### src/rtl/blade_arbiter.sv
// blade_arbiter: round-robin owner of the 6-LED blade with minimum hold and contended time slice.
// Optional idle heartbeat on blade_leds[0] when BLADE_ARB_IDLE_BLINK_EN is defined.
module blade_arbiter #(
    parameter int NREQ      = 4,
    parameter int MIN_HOLD  = 2_500_000,
    parameter int SLICE     = 25_000_000
`ifdef BLADE_ARB_IDLE_BLINK_EN
    ,
    parameter int BLINK_DIV = 12_500_000
`endif
) (
    input  logic              clk,
    input  logic              rst,
    input  logic [NREQ-1:0]   req,
    input  logic [6*NREQ-1:0] pattern,
    output logic [NREQ-1:0]   grant,
    output logic [5:0]        blade_leds,
    output logic              busy
);
    localparam int CW = $clog2(SLICE) + 1;
    localparam int LW = $clog2(NREQ);
    typedef enum logic [1:0] {IDLE, HOLD, OWN} state_t;
    state_t state, state_n;
    logic [CW-1:0] cnt, cnt_n, cnt_inc;
    logic [LW-1:0] last, last_n, pick;
    logic [NREQ-1:0] grant_n, cand;
    logic found, rel;
    logic [5:0] idle_val, leds_n;
    // Candidates exclude the current owner so a handover never re-picks it.
    always_comb begin
        cand = req & ~grant;
        found = 1'b0;
        pick = last;
        for (int i = 1; i <= NREQ; i++) begin
            if (!found && cand[(int'(last) + i) % NREQ]) begin
                found = 1'b1;
                pick = LW'((int'(last) + i) % NREQ);
            end
        end
    end
    assign rel = ~|(req & grant);
    assign cnt_inc = (cnt >= CW'(SLICE)) ? cnt : cnt + 1'b1;
    always_comb begin
        state_n = state;
        cnt_n = cnt;
        last_n = last;
        grant_n = grant;
        case (state)
            IDLE: if (found) begin
                grant_n = NREQ'(1) << pick;
                last_n = pick;
                cnt_n = '0;
                state_n = HOLD;
            end
            HOLD: begin
                cnt_n = cnt_inc;
                state_n = (cnt >= CW'(MIN_HOLD - 1)) ? OWN : HOLD;
            end
            OWN: begin
                cnt_n = cnt_inc;
                if (found && (rel || cnt >= CW'(SLICE - 1))) begin
                    grant_n = NREQ'(1) << pick;
                    last_n = pick;
                    cnt_n = '0;
                    state_n = HOLD;
                end else if (rel) begin
                    grant_n = '0;
                    cnt_n = '0;
                    state_n = IDLE;
                end
            end
            default: begin
                grant_n = '0;
                cnt_n = '0;
                state_n = IDLE;
            end
        endcase
    end
`ifdef BLADE_ARB_IDLE_BLINK_EN
    localparam int DW = $clog2(BLINK_DIV) + 1;
    logic [DW-1:0] dcnt, dcnt_n;
    logic hb, hb_n, in_idle, wrap;
    // Divider runs only across consecutive IDLE cycles, restarting at 0 on entry.
    assign in_idle = (state == IDLE) && (state_n == IDLE);
    assign wrap = dcnt == DW'(BLINK_DIV - 1);
    assign dcnt_n = !in_idle ? '0 : wrap ? '0 : dcnt + 1'b1;
    assign hb_n = in_idle && (wrap ? ~hb : hb);
    assign idle_val = {5'b0, hb_n};
    always_ff @(posedge clk) begin
        if (rst) begin
            dcnt <= '0;
            hb <= 1'b0;
        end else begin
            dcnt <= dcnt_n;
            hb <= hb_n;
        end
    end
`else
    assign idle_val = 6'b0;
`endif
    assign leds_n = (state_n == IDLE) ? idle_val : pattern[int'(last_n) * 6 +: 6];
    always_ff @(posedge clk) begin
        if (rst) begin
            state <= IDLE;
            cnt <= '0;
            last <= LW'(NREQ - 1);
            grant <= '0;
            blade_leds <= '0;
            busy <= 1'b0;
        end else begin
            state <= state_n;
            cnt <= cnt_n;
            last <= last_n;
            grant <= grant_n;
            blade_leds <= leds_n;
            busy <= |grant_n;
        end
    end
endmodule

### config.mk
export PLATFORM = sky130hd
export DESIGN_NAME = blade_arbiter
export DESIGN_NICKNAME = d
export VERILOG_FILES = /design/src/rtl/blade_arbiter.sv
export SDC_FILE = /design/constraint.sdc
export NUM_CORES = 1
export LEC_CHECK = 0
export BUFFER_PORTS_ARGS = -buffer_cell sky130_fd_sc_hd__buf_2
export CORE_MARGIN = 2
export CORE_UTILIZATION = 56
export DETAILED_ROUTE_END_ITERATION = 10
export GPL_TIMING_DRIVEN = 0
export PLACE_DENSITY_LB_ADDON = 0.25
export SYNTH_ARGS = -nofsm -noshare
export SYNTH_HDL_FRONTEND = slang
export SYNTH_SLANG_ARGS = --single-unit
### constraint.sdc
create_clock -name clk -period 2.9 [get_ports clk]
set_input_delay 0.145 -clock clk [delete_from_list [all_inputs] [get_ports clk]]
set_output_delay 0.145 -clock clk [all_outputs]
set_load 0.01 [all_outputs]
== After elaboration in Yosys (flattened, before gate mapping) ==
Cells that the tools add are included.
Widths: inputs -> output; s select.
Cells by class
  multipliers: 1
  mux-type cells: 37
  $lt $le $gt $ge: 7
  bitwise logic cells: 7
  equality and inequality tests: 3
  add/subtract/negate cells: 5
  divide/modulo/power cells: 0
  reductions and logical operators: 18
  shifts and indexed selects: 2
Operators with widths (count)
  $mux 26: 4
  $pmux 26 s3: 1
  $ge 26x25->1 const B: 2
  $add 26x1->26 const B: 1
  $ge 26x22->1 const B: 1
  $shiftx 24x6->6: 1
  $mux 2: 10
  $lt 3x4->1 const B: 4
  $mux 1: 12
  $mux 4: 3
  $pmux 4 s3: 1
  $reduce_or 2->1: 5
  $and 4x4->4: 2
  $bmux 1 s2: 4
  $reduce_or 4->1: 2
  $pmux 2 s3: 1
  $add 2x1->2 const B: 2
  $add 2x2->2 const B: 2
  $and 1x1->1 const A: 4
  $logic_and 1x1->1: 4
  $logic_not 1->1: 4
  $logic_not 2->1: 2
  $mul 2x2->4 const B: 1
  $not 4->4: 1
  6 further kinds: 6
Word-level totals
  bits of input ports: 30
  memories: 0
  flip-flop bits (word level): 41
  bits in latches: 0
  logic and storage cells: 86
  output and inout port bits: 11
  RAM bits: 0
  bits in read-only memories: 0

== Logic depth before layout (Yosys ltp) ==
  depth in word-level cells: 21
  depth in mapped cells: 10

== Worst setup path after synthesis ==
No wires, ideal clock.
  path type: register to register
  from: register cnt[0]
  to: register blade_leds[0]
  clock period less this slack: 2.158 ns
  slack: 0.742 ns
  data arrival time: 2.034 ns
  required time: 2.776 ns
  cell stages (with the launch flop): 9
  cell sequence: dfxtp_1 > ha_1 > and4_1 > a21boi_2 > o31ai_2 > or2_1 > a222oi_1 > nand2b_1 > o22ai_1
On the way
  longest elaborated chain between the ends: 7
RTL lines
  start, declared: RTL line 24  | logic [CW-1:0] cnt, cnt_n, cnt_inc;
  start signal, assigned: RTL line 112  | cnt <= cnt_n;
  $ge 26x25->1: RTL line 61  | if (found && (rel || cnt >= CW'(SLICE - 1))) begin
  $logic_or 1x1->1: RTL line 61
  $logic_and 1x1->1: RTL line 61
  $mux 2: RTL line 61
  $pmux 2 s2 or $pmux 2 s3 (tied branches): RTL line 48  | case (state)
  $mul 2x2->4 or $logic_not 2->1 (tied branches): RTL line 101  | assign leds_n = (state_n == IDLE) ? idle_val : pattern[int'(last_n) * 6 +: 6];
  $shiftx 24x6->6 or $reduce_or 2->1 (tied branches)
  end signal, assigned: RTL line 115  | blade_leds <= leds_n;
  end, declared: RTL line 17  | output logic [5:0] blade_leds,
Parallel ways exist; a longest one is shown, timed or not.
A chain may end at the register's enable or synchronous reset.

== Final worst setup path ==
  from: register cnt[0]
  to: register blade_leds[2]
The elaborated chain is that of the path after synthesis.

==> flow_summary.rst <==
.. list-table::
   :header-rows: 1

   * - Metric
     - Value
   * - Outcome
     - finished, final reports clean
   * - Layout Nets
     - 378
   * - Req. time, crit path
     - about 3 ns
   * - Number of cells in the design after placement
     - approximately 390
   * - Number of buffers and inverters on the critical path
     - 0
   * - Worst clock skew on the final layout
     - around 0.0072 ns
   * - Type of the worst setup path
     - register to register
   * - Height of the chip
     - 70.5 um
   * - Standard-cell rows
     - 24
   * - Distinct cells, synth
     - 62
   * - Largest delay contributor family on the critical path
     - compound AO/OA/AOI/OAI gates
   * - Yosys warning total
     - 0
   * - Cts hold-fix bufs
     - 0
   * - Die Outline Area
     - 4970 um2
   * - Fraction of registers with async set or reset after synthesis
     - 0%
   * - Area growth syn-to-layout
     - 14.2%
   * - Top_reg_cell synth
     - sky130_fd_sc_hd__dfxtp_1
   * - Utilization after layout
     - 65.9%
   * - Setup total negative slack
     - 0 ns
   * - Number of port buffers
     - 40
   * - Ratio of routed vias to standard cells
     - 5.68
   * - Maximum number of pins on one net before global-route repair
     - 14
   * - Worst min-delay path category
     - primary input to register
   * - Final weighted congestion of routability-driven global placement
     - 0.926
   * - Residual DRC count
     - 0
   * - Series of cell instances along the critical path
     - ha_1, and4_1, a21boi_2, o31ai_1, o21ai_0, a222oi_1, nand2b_1, o22ai_1
   * - Congestion Overflow GR
     - 0
   * - ANT cells
     - 0
   * - CP Capture Type
     - register
   * - Max rail drop VDD
     - 0.000308 V
   * - Number of enable flip-flop cells after synthesis
     - 0
   * - Switching power
     - approximately 0.00045 W
   * - Maximum count of clock buffers along a single path
     - 2
   * - Post-cts repair resize count
     - 0
   * - Wire length of the first global-routing pass
     - 9210 um
   * - Clock latency of the later-clocked register in the worst-skew pair
     - roughly 0.30 ns
   * - Routed length per placed instance
     - ~14 um
   * - Sequential Power Share
     - 45.6%
   * - Critical Path Start Type
     - register
   * - Setup violations, final
     - 0
   * - Clock tree from TritonCTS
     - done
   * - Headroom to the max-slew limit
     - 49.7%
   * - Mean instance size in the synthesized netlist
     - 8.40 um2
   * - Largest fanout on the critical path
     - 6
   * - Hold Vio Cnt, Final
     - 0
   * - Count of pins over their slew limit
     - 0
   * - Maximum clock frequency
     - 395 MHz
   * - Routed vias
     - 2242
   * - Lkg Pwr
     - between 1 and 1.5 nW
   * - Count of placed standard cells in the final layout, fillers left out
     - roughly 400
   * - Share of the yosys chip area belonging to registers
     - 33.1%
   * - Combined area of all synthesized cells
     - ~2500 um2
   * - Post-detailed-placement half-perimeter wirelength
     - 3980 um
   * - Clock root buffer
     - sky130_fd_sc_hd__clkbuf_8
   * - Actual slew at the worst max-slew pin
     - 0.747 ns
   * - Worst Hold Margin
     - 0.110 ns
   * - Die Width
     - 70.5 um
   * - Global Route Usage Sum
     - between 20% and 30%
   * - Unrepaired setup endpoints after global routing
     - false
   * - Crit path time final
     - around 2.5 ns
   * - Switching share of total power
     - 32.2%
   * - Initial DRC Count
     - approximately 200
   * - Max cap viols
     - 0
   * - Logic gate share of total power
     - 27.3%
   * - Initial antenna violation count
     - 0
   * - Cts bufs inserted
     - 5
   * - Fraction of layout cells with a size suffix above 1
     - 21.6%
   * - Post-CTS setup buffer count
     - 0
   * - Residual antenna-violating net count after detailed routing
     - 0
   * - H-Tree Depth
     - 2
   * - Standard cell with the maximum stage delay on the critical path
     - sky130_fd_sc_hd__o31ai_1
   * - Post-synthesis register bit count
     - 41
   * - Final worst-path cycle share
     - between 80% and 90%
   * - Mapped Cells
     - between 200 and 300
   * - Clock sink count
     - 41
   * - Total power density per cell area
     - slightly below 500 nW/um2
   * - Pint
     - between 0.0009 and 0.001 W
   * - Starting density of the core
     - 57.7%
   * - Synthesized Nets
     - 331
   * - Vias in the first global route
     - approximately 2100
   * - Placeable core region
     - about 4300 um2
   * - Total length of routed wires
     - 5380 um
   * - Relative contribution of the clock network to total power
     - 27.1%
   * - IO Count
     - 41
   * - Delay of the slowest cell on the worst path
     - 0.40 ns
   * - Drt pass-1 iters
     - 4
   * - Worst-path clk slew
     - ~0.08 ns
   * - Data arrival, critical path
     - 2.71 ns
per-layer routing:
| layer | routed length, um | track usage [%] | share of wire (%) | vias up |
|---|---|---|---|---|
| met5 | 0 | 0 | 0 | - |
| met4 | 36 | 4.19 | 0.67 | 0 |
| met3 | 326 | 5.41 | 6.1 | 5 |
| met2 | 2440 | 37.7 | 45 | 63 |
| met1 | 2570 | 29.9 | 48 | 1024 |
| li1 | - | - | - | 1150 |
cell families after synthesis:
kind of cell             Yosys count  synth area share, %
adder cells (fa/ha/maj)            6                 3.03
buffers and inverters             19                 3.63
XOR/XNOR                          23                 8.13
multiplexers                      13                 5.25
AND/OR/NAND/NOR                  134                 28.5
AO/OA/AOI/OAI                     59                 18.3
flip-flops                        41                 33.1
worst paths after layout:
path	end	slack, ns	startpoint	cells past startpoint
worst max-delay path	blade_leds[2]	0.37	cnt[0]	8
worst min-delay path	last[0]	0.11	rst	2
worst max register to register	blade_leds[2]	0.37	cnt[0]	8
worst min register to register	cnt[25]	0.45	cnt[25]	2
placed cells by master (no fill, tap or decap), types with 3 or more instances in the layout:
cell type	synthesis	layout
sky130_fd_sc_hd__nand2_1	25	25
sky130_fd_sc_hd__clkbuf_1	3	3
sky130_fd_sc_hd__mux2i_1	13	13
sky130_fd_sc_hd__nor3_2	3	3
sky130_fd_sc_hd__clkbuf_8	0	5
sky130_fd_sc_hd__nor3_1	4	4
sky130_fd_sc_hd__nand2b_1	7	7
sky130_fd_sc_hd__nor2_1	43	43
sky130_fd_sc_hd__a21oi_1	13	13
sky130_fd_sc_hd__nand3_1	16	16
sky130_fd_sc_hd__o21a_1	4	4
sky130_fd_sc_hd__inv_1	10	10
sky130_fd_sc_hd__nand4_1	8	8
sky130_fd_sc_hd__ha_1	6	6
sky130_fd_sc_hd__dfxtp_1	41	41
sky130_fd_sc_hd__xor2_1	11	11
sky130_fd_sc_hd__a22oi_1	4	4
sky130_fd_sc_hd__xnor2_1	12	12
sky130_fd_sc_hd__o22ai_1	6	6
sky130_fd_sc_hd__o21ai_0	7	7
sky130_fd_sc_hd__or2_2	4	4
sky130_fd_sc_hd__buf_2	3	43
sky130_fd_sc_hd__nor2b_1	4	4
power by group through the flow:
| stage | Clock, W | Sequential, W | Combinational (W) |
|---|---|---|---|
| 2_1_floorplan | 0 | 0.000657 | 0.000256 |
| 3_3_place_gp | 0 | 0.000643 | 0.000372 |
| 3_5_place_dp | 0 | 0.000643 | 0.000378 |
| 4_1_cts | 0.000383 | 0.000631 | 0.000378 |
| 5_1_grt | 0.000405 | 0.000635 | 0.000420 |
| 6_report | 0.000376 | 0.000631 | 0.000378 |
registers in the layout, indices dropped and copies added (netlist names):
register / cells
blade_leds: 6
busy: 1
cnt: 26
grant: 4
last: 2
state: 2
worst reg2reg max path: cells and delay by family, from the launching register on:
kind            cells  cell delay, ns
simple gates        2            0.62
compound gates      5            1.17
flops               1            0.39
fa+ha+maj           1            0.23
final cells by class:
class	count	area, um2
inverter	10	37.5
fill	390	1460
buffer	9	52.6
clock buffer	5	68.8
tap	52	65.1
clock inverter	3	17.5
timing repair buffer	40	200
sequential	41	821
multi-input combinational	235	1570
cells in the mapped netlist, types with 3 or more instances:
library cell / instances / area, um2
sky130_fd_sc_hd__a21oi_1: 13 / 65.1
sky130_fd_sc_hd__a22oi_1: 4 / 30.0
sky130_fd_sc_hd__buf_2: 3 / 15.0
sky130_fd_sc_hd__clkbuf_1: 3 / 11.3
sky130_fd_sc_hd__dfxtp_1: 41 / 821
sky130_fd_sc_hd__ha_1: 6 / 75.1
sky130_fd_sc_hd__inv_1: 10 / 37.5
sky130_fd_sc_hd__mux2i_1: 13 / 130
sky130_fd_sc_hd__nand2_1: 25 / 93.8
sky130_fd_sc_hd__nand2b_1: 7 / 43.8
sky130_fd_sc_hd__nand3_1: 16 / 80.1
sky130_fd_sc_hd__nand4_1: 8 / 50.1
sky130_fd_sc_hd__nor2_1: 43 / 161
sky130_fd_sc_hd__nor2b_1: 4 / 25.0
sky130_fd_sc_hd__nor3_1: 4 / 20.0
sky130_fd_sc_hd__nor3_2: 3 / 30.0
sky130_fd_sc_hd__o21a_1: 4 / 30.0
sky130_fd_sc_hd__o21ai_0: 7 / 35.0
sky130_fd_sc_hd__o22ai_1: 6 / 37.5
sky130_fd_sc_hd__or2_2: 4 / 25.0
sky130_fd_sc_hd__xnor2_1: 12 / 105
sky130_fd_sc_hd__xor2_1: 11 / 96.3
per-stage QoR:
stage | cell area, um2 | setup WS [ns] | power, W
after global routing | 2830 | 0.196 | 0.00146
after global placement | 2740 | 0.454 | 0.00102
after detailed placement | 2740 | 0.422 | 0.00102
final | 2830 | 0.367 | 0.00139
after floorplan | 2480 | 0.742 | 0.000913
after CTS | 2830 | 0.386 | 0.00139
Power figures use the tool's default switching activity.
